**src/rtl/norm_shift_seq.sv**
```systemverilog
// rtl/norm_shift_seq.sv - sequential post-add/sub mantissa normalizer
//
// Left-shifts an unnormalized mantissa by up to STEP bits per cycle until its
// MSB is set. The exponent is decremented by the same amount on each step.
// Zero results and results that hit the exponent floor (denormals) are flagged.
//
// Ports:
//   clk, rst_n                       clock, asynchronous active-low reset
//   in_valid / in_ready              operand handshake (ready only in IDLE)
//   in_mant, in_exp, in_sign         unnormalized operand
//   out_valid / out_ready            result handshake (valid only in DONE)
//   out_mant, out_exp, out_sign      normalized (or denormal) result
//   out_zero, out_underflow          result flags
module norm_shift_seq #(
    parameter int MANT_W = 24,
    parameter int EXP_W  = 8,
    parameter int STEP   = 4
) (
    input  logic              clk,
    input  logic              rst_n,
    input  logic              in_valid,
    output logic              in_ready,
    input  logic [MANT_W-1:0] in_mant,
    input  logic [EXP_W-1:0]  in_exp,
    input  logic              in_sign,
    output logic              out_valid,
    input  logic              out_ready,
    output logic [MANT_W-1:0] out_mant,
    output logic [EXP_W-1:0]  out_exp,
    output logic              out_sign,
    output logic              out_zero,
    output logic              out_underflow
);

    localparam int CW = $clog2(STEP + 1);

    typedef enum logic [1:0] {
        IDLE  = 2'd0,
        SHIFT = 2'd1,
        DONE  = 2'd2
    } state_t;

    state_t            state_q, state_d;
    logic [MANT_W-1:0] mant_q, mant_d;
    logic [EXP_W-1:0]  exp_q, exp_d;
    logic              sign_q, sign_d;
    logic              zero_q, zero_d;
    logic              uf_q, uf_d;

    logic [CW-1:0]     lzw;
    logic              found;
    logic [EXP_W-1:0]  exp_m1;
    logic [EXP_W-1:0]  shamt;

    // Leading zeros within the top STEP bits only, saturating at STEP.
    always_comb begin
        lzw   = '0;
        found = 1'b0;
        for (int i = 0; i < STEP; i++) begin
            if (!found) begin
                if (mant_q[MANT_W-1-i]) begin
                    found = 1'b1;
                end else begin
                    lzw = lzw + CW'(1);
                end
            end
        end
    end

    // Shift is clamped to exp-1 so the exponent bottoms out at 1, never wraps.
    // Only used when exp_q >= 2, so exp_m1 is always meaningful there.
    always_comb begin
        exp_m1 = exp_q - EXP_W'(1);
        shamt  = (EXP_W'(lzw) < exp_m1) ? EXP_W'(lzw) : exp_m1;
    end

    always_comb begin
        state_d = state_q;
        mant_d  = mant_q;
        exp_d   = exp_q;
        sign_d  = sign_q;
        zero_d  = zero_q;
        uf_d    = uf_q;

        case (state_q)
            IDLE: begin
                if (in_valid) begin
                    mant_d  = in_mant;
                    exp_d   = in_exp;
                    sign_d  = in_sign;
                    zero_d  = 1'b0;
                    uf_d    = 1'b0;
                    state_d = SHIFT;
                end
            end
            SHIFT: begin
                if (mant_q == '0) begin
                    exp_d   = '0;
                    zero_d  = 1'b1;
                    uf_d    = 1'b0;
                    state_d = DONE;
                end else if (mant_q[MANT_W-1]) begin
                    zero_d  = 1'b0;
                    uf_d    = 1'b0;
                    state_d = DONE;
                end else if (exp_q <= EXP_W'(1)) begin
                    exp_d   = '0;
                    zero_d  = 1'b0;
                    uf_d    = 1'b1;
                    state_d = DONE;
                end else begin
                    mant_d = mant_q << shamt;
                    exp_d  = exp_q - shamt;
                end
            end
            DONE: begin
                if (out_ready) begin
                    state_d = IDLE;
                end
            end
            default: begin
                state_d = IDLE;
            end
        endcase
    end

    always_ff @(posedge clk or negedge rst_n) begin
        if (!rst_n) begin
            state_q <= IDLE;
            mant_q  <= '0;
            exp_q   <= '0;
            sign_q  <= 1'b0;
            zero_q  <= 1'b0;
            uf_q    <= 1'b0;
        end else begin
            state_q <= state_d;
            mant_q  <= mant_d;
            exp_q   <= exp_d;
            sign_q  <= sign_d;
            zero_q  <= zero_d;
            uf_q    <= uf_d;
        end
    end

    assign in_ready      = (state_q == IDLE);
    assign out_valid     = (state_q == DONE);
    assign out_mant      = mant_q;
    assign out_exp       = exp_q;
    assign out_sign      = sign_q;
    assign out_zero      = zero_q;
    assign out_underflow = uf_q;

endmodule

```
**config.mk**
```make
export PLATFORM = sky130hd
export DESIGN_NAME = norm_shift_seq
export DESIGN_NICKNAME = d
export VERILOG_FILES = /design/src/rtl/norm_shift_seq.sv
export SDC_FILE = /design/constraint.sdc
export NUM_CORES = 1
export LEC_CHECK = 0
export BUFFER_PORTS_ARGS = -buffer_cell sky130_fd_sc_hd__buf_4
export CAP_MARGIN = 5
export CORE_ASPECT_RATIO = 1.25
export CORE_MARGIN = 2
export CORE_UTILIZATION = 48
export DETAILED_ROUTE_END_ITERATION = 10
export PLACE_DENSITY = 0.76
export SLEW_MARGIN = 10
export SYNTH_ARGS = -nofsm -noshare
export SYNTH_HDL_FRONTEND = slang
export SYNTH_SLANG_ARGS = --single-unit
```
**constraint.sdc**
```tcl
create_clock -name clk -period 4.46 [get_ports clk]
set_input_delay 0 -clock clk [delete_from_list [all_inputs] [get_ports clk]]
set_output_delay 0 -clock clk [all_outputs]
set_load 0.02 [all_outputs]
```
==> results of run 1 <==
layout make-up:
cell class	count	share of cell area
inverter	10	0.00969
sequential	37	0.239
clock inverter	1	0.00129
timing repair buffer	103	0.213
tap	82	0.0265
multi-input combinational	279	0.485
clock buffer	7	0.0249
where the power goes:
part	internal (uW)	switching, uW	total, uW
Clock	140	128	268
Combinational	860	1170	2030
Sequential	502	256	758
Total	1500	1560	3060
per-stage QoR:
| step | setup slack, ps | power (uW) | area, um^2 | util |
|---|---|---|---|---|
| finish | 410 | 3060 | 3870 | 0.661 |
| global route | 84.3 | 3280 | 3870 | 0.661 |
| detailed placement | 388 | 2760 | 3560 | 0.608 |
| floorplan | 270 | 2160 | 2960 | - |
| global placement | 521 | 2710 | 3560 | 0.608 |
| CTS | 380 | 3050 | 3870 | 0.661 |
cells by family after synthesis:
| logic type | after synthesis | share of synthesized area |
|---|---|---|
| AND/OR/NAND/NOR | 140 | 0.227 |
| AO/OA/AOI/OAI | 68 | 0.162 |
| multiplexers | 49 | 0.173 |
| flip-flops | 37 | 0.314 |
| buffers and inverters | 28 | 0.0510 |
| adder cells (fa/ha/maj) | 12 | 0.0535 |
| XOR/XNOR | 6 | 0.0178 |
| other | 1 | 0.00127 |
state kept, by name, summed over array words and instances (netlist names):
signal	cells
out_mant	24
out_underflow	1
out_exp	8
out_sign	1
state_q	2
out_zero	1
cell usage in the layout (no fill, tap or decap), types with 5 or more instances in the layout:
cell type,count
buf_4,82
nand2_1,52
mux2i_1,43
dfrtp_1,37
nor2_1,28
a21oi_1,22
dlygate4sd3_1,21
nand3_1,15
nand4_1,13
o21ai_0,11
ha_1,11
inv_1,10
clkbuf_8,7
a21o_1,6
a22oi_1,6
nand2b_1,5
nor4_1,5
mux2_2,5
worst reg2reg max path: stages (launching register included):
cell and delay, ps:
dfrtp_1 470, inv_1 90, ha_1 230, xor2_1 230, inv_1 70, ha_1 210, or4_1 490, and4_1 280
mux2i_4 190, inv_1 150, fa_1 450, a21o_1 170, a21o_1 190, a21o_1 180, a21oi_1 160, xnor2_1 80
a22oi_1 140, a21oi_1 90
worst max-delay path by stage:
stage | to | slack [ps] | cells after the start
after CTS | out_exp[6] | 380 | 17
after global placement | out_exp[6] | 520 | 17
after detailed placement | out_exp[6] | 390 | 17
after global routing | out_exp[7] | 80 | 17
final | out_exp[6] | 410 | 17
after floorplan | out_exp[6] | 270 | 21
metal layers:
metal  vias to the layer above  global-route usage
met5                         -                   0
met4                         0              0.0712
met3                        14              0.0377
met2                       101               0.449
met1                      1393               0.330
li1                       1419                   -
==> results.sh, run 1 <==
export IMPL_status="completed"
export IMPL_syn_inst=341
export IMPL_dp_hpwl_um=6010
export IMPL_crit_type="register to register"
export IMPL_cp_max_fo=7
export IMPL_drc=0
export IMPL_syn_to_final_growth_pct=31.5
export IMPL_grt_max_degree=38
export IMPL_vias=2927
export IMPL_cap_violations=0
export IMPL_fin_crit_sh=0.908
export IMPL_drtIter0Drc=174
export IMPL_post_cts_buffers=0
export IMPL_crit_chain="inv_1 > ha_1 > xor2_1 > inv_1 > ha_1 > or4_1 > and4_1 > mux2i_4 > inv_1 > fa_1 > a21o_1 > a21o_1 > a21o_1 > a21oi_1 > xnor2_1 > a22oi_1 > a21oi_1"
export IMPL_yosysTopAreaCell="dfrtp_1"
export IMPL_hp_class="input port to register"
export IMPL_synth_seq_cells=37
export IMPL_holdPathStages=3
export IMPL_cp_start_kind="register"
export IMPL_ys_warn_count=0
export IMPL_antenna_found_initial=0
export IMPL_holdBufCountCts=21
export IMPL_die_h_um=91.6
export IMPL_ctsResizeCount=0
export IMPL_top_level_ports=74
export IMPL_setup_worst_path_start="out_exp[1]"
export IMPL_cp_required_ps=4590
export IMPL_m1WireLength_um=3450
export IMPL_routed_wl_um=8500
export IMPL_fillers=502
export IMPL_seq_area_um2=926
export IMPL_finClkSkew_ps=7.27
export IMPL_first_global_vias=2922
export IMPL_clk_latency_ps=290
export IMPL_clkSinkCount=37
export IMPL_cts_buffer_depth=2
export IMPL_crit_family="compound AO/OA/AOI/OAI gates"
export IMPL_finalHoldViolations=0
export IMPL_dr_wl_met2_um=4480
export IMPL_synthTopCellsByCount="52 x nand2_1, 43 x mux2i_1, 37 x dfrtp_1"
export IMPL_dieArea_um2=6780
export IMPL_met3WireLength_um=444
export IMPL_rsz0062_at_grt="no"
export IMPL_overflow=0
export IMPL_critPathMaxStageDelay_ps=490
export IMPL_worstHoldEndpoint="out_mant[5]"
export IMPL_r2r_start="out_exp[1]"
export IMPL_synth_most_common_cell="nand2_1"
export IMPL_slew_headroom=0.307
export IMPL_p_per_area_nw_per_um2=790
export IMPL_fmax_mhz=247
export IMPL_drt_first_pass_iters=4
export IMPL_core_um2=5860
export IMPL_viasPerCell=5.64
export IMPL_yosysSeqAreaShare=0.314
export IMPL_whs_ps=9.07
export IMPL_ff2ff_setup_slack_ps=410
export IMPL_synth_edf_count=0
export IMPL_r2r_end="out_exp[6]"
export IMPL_synthFlopType="dfrtp_1"
export IMPL_avgSynthCellArea_um2=8.63
export IMPL_top_layer="met4"
export IMPL_layout_nets=485
export IMPL_syn_cell_area_um2=2940
export IMPL_layout_cells_non_filler=519
export IMPL_finalCriticalPeriod_ps=4050
export IMPL_cts_root_buffer="clkbuf_8"
export IMPL_cts_htree_levels=2
export IMPL_cts_tree="done"
export IMPL_path_buf_inv=3
export IMPL_drv_slew=0
export IMPL_min_delay_start="in_mant[5]"
export IMPL_async_flop_share=1.00
export IMPL_drive_gt1_frac=0.236
export IMPL_tightest_slew_ps=1040
export IMPL_critical_path_slowest_cell="or4_1"
export IMPL_path_clk_slew_ps=80
export IMPL_track_usage=0.260
export IMPL_reg2reg_depth=17
export IMPL_synth_top_area_frac=0.314
export IMPL_grt_first_pass_wirelength_um=13900
export IMPL_die_x_um=74.1
export IMPL_crit_arrival_ps=4180
export IMPL_synth_area_leaders="dfrtp_1 31%, mux2i_1 15%, nand2_1 6.6%, ha_1 4.7%, a21oi_1 3.7%"
export IMPL_rows=31
export IMPL_initial_core_util=0.503
export IMPL_vdd_drop_max_v=0.000410
export IMPL_multiInputGateArea_um2=1880
export IMPL_diodes=0
export IMPL_tns_ps=0
export IMPL_place_inst=490
export IMPL_cts_buffers=5
export IMPL_place_congestion=0.846
export IMPL_crit_path_end_kind="register"
export IMPL_p_leak_uw=0.00172
export IMPL_setup_viol=0
export IMPL_ys_types=51
export IMPL_ant_nets=0
export IMPL_portBuffers=73
export IMPL_avgRoutedWirePerCell_um=16.4
Note: power is estimated with default switching activity, not from simulation.
==> inputs of run 2 (changes only) <==
Settings changed: BUFFER_PORTS_ARGS -buffer_cell sky130_fd_sc_hd__buf_4 to unset, DONT_BUFFER_PORTS set to 1, PLACE_DENSITY 0.76 to 0.66.
==> run 2 against run 1 <==
Compared with the run above:
- combinational power shrank 19%
- sequential share of layout area grew 2.8 points
- final area shrank 11%
- wire length shrank 0.19%
- sequential cell count is the same
- fmax grew 1.1%
- die area is the same
- largest power group unchanged
- highest routed layer unchanged
==> results.sh, run 2 (synthesis gave the netlist of run 1 again) <==
export IMPL_status="completed"
export IMPL_sw_frac_of_total=0.543
export IMPL_layout_commonest_cell="nand2_1"
export IMPL_setup_worst_path_start="out_exp[0]"
export IMPL_power_frac_clock=0.089
export IMPL_fillers=519
export IMPL_setup_viol=0
export IMPL_vias=2760
export IMPL_rsz0062_at_grt="no"
export IMPL_r2r_start="out_exp[0]"
export IMPL_place_congestion=0.863
export IMPL_p_int_uw=1290
export IMPL_fin_crit_sh=0.898
export IMPL_whs_ps=23.1
export IMPL_ctsResizeCount=0
export IMPL_stdcell_area_um2=3460
export IMPL_crit_arrival_ps=4230
export IMPL_cp_required_ps=4680
export IMPL_tns_ps=0
export IMPL_slew_headroom=0.396
export IMPL_cp_max_fo=7
export IMPL_holdPathStages=3
export IMPL_diodes=0
export IMPL_finClkSkew_ps=4.51
export IMPL_p_leak_uw=0.00142
export IMPL_first_global_vias=2754
export IMPL_drt_first_pass_iters=4
export IMPL_tightest_slew_ps=905
export IMPL_dp_hpwl_um=5830
export IMPL_avgRoutedWirePerCell_um=18.5
export IMPL_ant_nets=0
export IMPL_top_level_ports=74
export IMPL_drc=0
export IMPL_routed_wl_um=8480
export IMPL_cts_buffers=5
export IMPL_clkSinkCount=37
export IMPL_cp_start_kind="register"
export IMPL_drtIter0Drc=205
export IMPL_viasPerCell=6.01
export IMPL_die_h_um=91.6
export IMPL_cts_htree_levels=2
export IMPL_final_cell_mix="52 x nand2_1, 43 x mux2i_1, 37 x dfrtp_1"
export IMPL_pwr_share_seq=0.331
export IMPL_multiInputGateArea_um2=1880
export IMPL_fmax_mhz=250
export IMPL_cts_root_buffer="clkbuf_8"
export IMPL_finalCriticalPeriod_ps=4010
export IMPL_drive_gt1_frac=0.0822
export IMPL_grt_max_degree=38
export IMPL_power_switching_uw=1530
export IMPL_initial_core_util=0.503
export IMPL_combPwrFrac=0.580
export IMPL_grt_first_pass_wirelength_um=13800
export IMPL_rows=31
export IMPL_die_x_um=74.1
export IMPL_overflow=0
export IMPL_clk_latency_ps=290
export IMPL_finalHoldViolations=0
export IMPL_cts_tree="done"
export IMPL_portBuffers=0
export IMPL_path_clk_slew_ps=80
export IMPL_drv_slew=0
export IMPL_r2r_end="out_exp[6]"
export IMPL_postPlaceCellArea_um2=3020
export IMPL_crit_type="register to register"
export IMPL_p_per_area_nw_per_um2=815
export IMPL_crit_path_end_kind="register"
export IMPL_layout_nets=426
export IMPL_antenna_found_initial=0
export IMPL_dieArea_um2=6780
export IMPL_reg2reg_depth=17
export IMPL_ff2ff_setup_slack_ps=450
export IMPL_fin_util=0.591
export IMPL_largest_reg_flops=24
export IMPL_cap_violations=0
export IMPL_track_usage=0.259
export IMPL_syn_to_final_growth_pct=17.6
export IMPL_seq_area_um2=926
export IMPL_cts_buffer_depth=2
export IMPL_hp_class="input port to register"
export IMPL_vdd_drop_max_v=0.000439
export IMPL_core_um2=5860
export IMPL_cp_endpoint="out_exp[6]"
==> run 2: cell types whose count changed in the layout (fill, tap and decap cells not counted) <==
cell           delta
buf_12            +1
buf_4            -72
clkbuf_8          -1
clkinv_2          -1
clkinvlp_4        +1
dlygate4sd3_1    +12
==> run 2: per-stage QoR <==
stage / setup WS (ps) / instances / total power (uW)
2_1_floorplan: 270 / 344 / 2160
3_3_place_gp: 586 / 418 / 2480
3_5_place_dp: 483 / 418 / 2510
4_1_cts: 462 / 459 / 2800
5_1_grt: 117 / 459 / 3040
6_report: 454 / 459 / 2820
==> run 2: layer usage <==
layer / GRT usage / share of wire / wire (um) / vias up
met3: 0.0566 / 0.064 / 544 / 14
met4: 0.0864 / 0.017 / 142 / 0
met5: 0 / 0 / 0 / -
li1: - / - / - / 1309
met1: 0.317 / 0.40 / 3430 / 1338
met2: 0.440 / 0.52 / 4370 / 99
==> run 2: worst min-delay path by stage <==
stage,startpoint,endpoint
after floorplan,rst_n,out_exp[0]
after global placement,rst_n,out_mant[17]
after detailed placement,rst_n,out_mant[17]
after CTS,in_valid,out_sign
after global routing,in_valid,out_sign
final,in_mant[18],out_mant[18]
==> run 2: what timing repair did <==
item / in CTS / in global routing
endpoints found under the hold margin: 69 / 0
hold buffers: 34 / 0
setup buffers: 0 / 0
==> run 2: layout make-up <==
cell class | instances | area share
Multi-Input combinational cell | 279 | 0.543
Sequential cell | 37 | 0.268
Timing Repair Buffer | 44 | 0.123
Tap cell | 82 | 0.0296
Clock buffer | 6 | 0.0239
Inverter | 10 | 0.0108
Clock inverter | 1 | 0.00217
==> run 2: worst max-delay path, stage by stage, from the launching register on <==
cell     delay, ps
dfrtp_1        380
inv_1          100
ha_1           230
xor2_1         240
inv_1           70
ha_1           210
or4_1          490
and4_1         280
mux2i_4        200
inv_1          170
fa_1           470
a21o_1         170
a21o_1         190
a21o_1         180
a21oi_1        160
xnor2_1        130
a22oi_1         80
a21oi_1        170
==> run 2: power groups by stage <==
stage	combinational (uW)	clock, uW	sequential [uW]
after floorplan	1280	0	875
after global placement	1550	0	932
final	1640	251	934
after detailed placement	1570	0	935
after global routing	1800	274	963
after CTS	1610	257	931
==> inputs of run 3 (changes only) <==
Settings changed: CORE_UTILIZATION 48 to 30, PLACE_DENSITY 0.66 to 0.47.
==> run 3 against run 2 <==
Compared with the run above:
- sequential cell count unchanged
- largest power group unchanged
- sequential power is 0.4% lower
- count of clock-buffer cells in the layout increased by 1
- highest routed layer unchanged
- register-to-register slack got worse by 30 ps
- final area is 3.8% higher
- hold slack lost 1.7 ps
- non-clock buffer count unchanged
- power increased by 6.5%
- via count is 2.2% lower
==> results.sh, run 3 (synthesis gave the netlist of run 1 again) <==
export IMPL_status="completed"
export IMPL_cts_tree="done"
export IMPL_rsz0062_at_grt="no"
export IMPL_r2r_start="out_mant[21]"
export IMPL_detailedPlace_worstSlack_ps=437
export IMPL_drive_gt1_frac=0.0873
export IMPL_antenna_found_initial=0
export IMPL_path_clk_slew_ps=60
export IMPL_core_um2=9560
export IMPL_initial_core_util=0.308
export IMPL_tightest_slew_ps=1020
export IMPL_diodes=0
export IMPL_finalPower_uw=3000
export IMPL_top_level_ports=74
export IMPL_fmax_mhz=248
export IMPL_holdBufCountCts=32
export IMPL_drc=0
export IMPL_ctsResizeCount=0
export IMPL_routed_wl_um=8990
export IMPL_r2r_end="out_exp[6]"
export IMPL_layout_commonest_cell="nand2_1"
export IMPL_dieArea_um2=10600
export IMPL_setup_worst_path_start="out_mant[21]"
export IMPL_ant_nets=0
export IMPL_layout_nets=426
export IMPL_slew_headroom=0.319
export IMPL_ff2ff_setup_slack_ps=430
export IMPL_viasPerCell=5.36
export IMPL_track_usage=0.174
export IMPL_drv_slew=0
export IMPL_overflow=0
export IMPL_crit_arrival_ps=4160
export IMPL_fin_crit_sh=0.904
export IMPL_grt_max_degree=38
export IMPL_cts_root_buffer="clkbuf_16"
export IMPL_portBuffers=0
export IMPL_cts_htree_levels=2
export IMPL_cp_start_kind="register"
export IMPL_cts_buffer_depth=2
export IMPL_cap_violations=0
export IMPL_finClkSkew_ps=4.53
export IMPL_dp_hpwl_um=6620
export IMPL_cts_buffers=5
export IMPL_place_congestion=0.792
export IMPL_first_global_vias=2787
export IMPL_reg2reg_depth=15
export IMPL_vias=2699
export IMPL_final_cell_mix="52 x nand2_1, 43 x mux2i_1, 37 x dfrtp_1"
export IMPL_syn_to_final_growth_pct=22.1
export IMPL_p_leak_uw=0.00146
export IMPL_die_x_um=92.6
export IMPL_die_h_um=115
export IMPL_finalCriticalPeriod_ps=4030
export IMPL_post_cts_buffers=0
export IMPL_final_setup_worst_slack_ps=427
export IMPL_crit_type="register to register"
export IMPL_finalHoldViolations=0
export IMPL_cp_endpoint="out_exp[6]"
export IMPL_tns_ps=0
export IMPL_vdd_drop_max_v=0.000329
export IMPL_p_per_area_nw_per_um2=836
export IMPL_drtIter0Drc=118
export IMPL_setup_viol=0
export IMPL_clkSinkCount=37
export IMPL_crit_path_end_kind="register"
export IMPL_cp_required_ps=4580
export IMPL_grt_first_pass_wirelength_um=14500
export IMPL_avgRoutedWirePerCell_um=17.8
export IMPL_hp_class="input port to register"
export IMPL_drt_first_pass_iters=4
export IMPL_largest_reg_flops=24
export IMPL_clk_latency_ps=290
export IMPL_cp_max_fo=7
export IMPL_rows=40
run 3: final cells by class:
cell class	instances	area (um^2)
clock buffer	7	143
clock inverter	1	30.0
fill	987	5970
inverter	10	37.5
multi-input combinational	279	1880
sequential	37	926
tap	126	158
timing repair buffer	44	420
run 3: how the worst min path moves through the flow:
stage / start / to / slack, ps / cells after the start
floorplan: rst_n / out_exp[0] / -300 / 0
global placement: rst_n / out_mant[23] / -290 / 0
detailed placement: rst_n / out_mant[18] / -290 / 0
CTS: in_valid / out_underflow / 10 / 3
global route: in_mant[22] / out_mant[22] / 40 / 2
finish: in_valid / out_underflow / 20 / 3
run 3: where the power goes:
part	internal [uW]	leakage (uW)	switching [uW]	total (uW)
combinational	672	0.000940	967	1640
clock	280	0.0000841	153	433
sequential	499	0.000440	432	930
run 3: stage by stage:
| step | utilization | hold slack [ps] | area, um^2 | instances |
|---|---|---|---|---|
| floorplan | - | -296 | 2960 | 344 |
| global placement | 0.323 | -295 | 3090 | 464 |
| detailed placement | 0.323 | -293 | 3090 | 464 |
| CTS | 0.376 | 11.6 | 3590 | 504 |
| global route | 0.376 | 42.6 | 3590 | 504 |
| finish | 0.376 | 21.4 | 3590 | 504 |
run 3: per-layer routing:
metal,global-route usage,share of wire,up-vias
met5,0,0,-
met2,0.314,0.50,76
met1,0.204,0.42,1310
met4,0.0478,0.012,0
met3,0.0439,0.070,6
li1,-,-,1307
run 3: worst max-delay path: stages (launching register included):
cell and delay (ps):
dfrtp_1 530, o211ai_1 380, inv_1 90, ha_1 290, or3_1 400, and4_1 320
mux2i_4 190, inv_1 160, fa_1 460, a21o_1 170, a21o_1 190, a21o_1 170
a21oi_1 180, xnor2_1 80, a22oi_1 160, a21oi_1 90
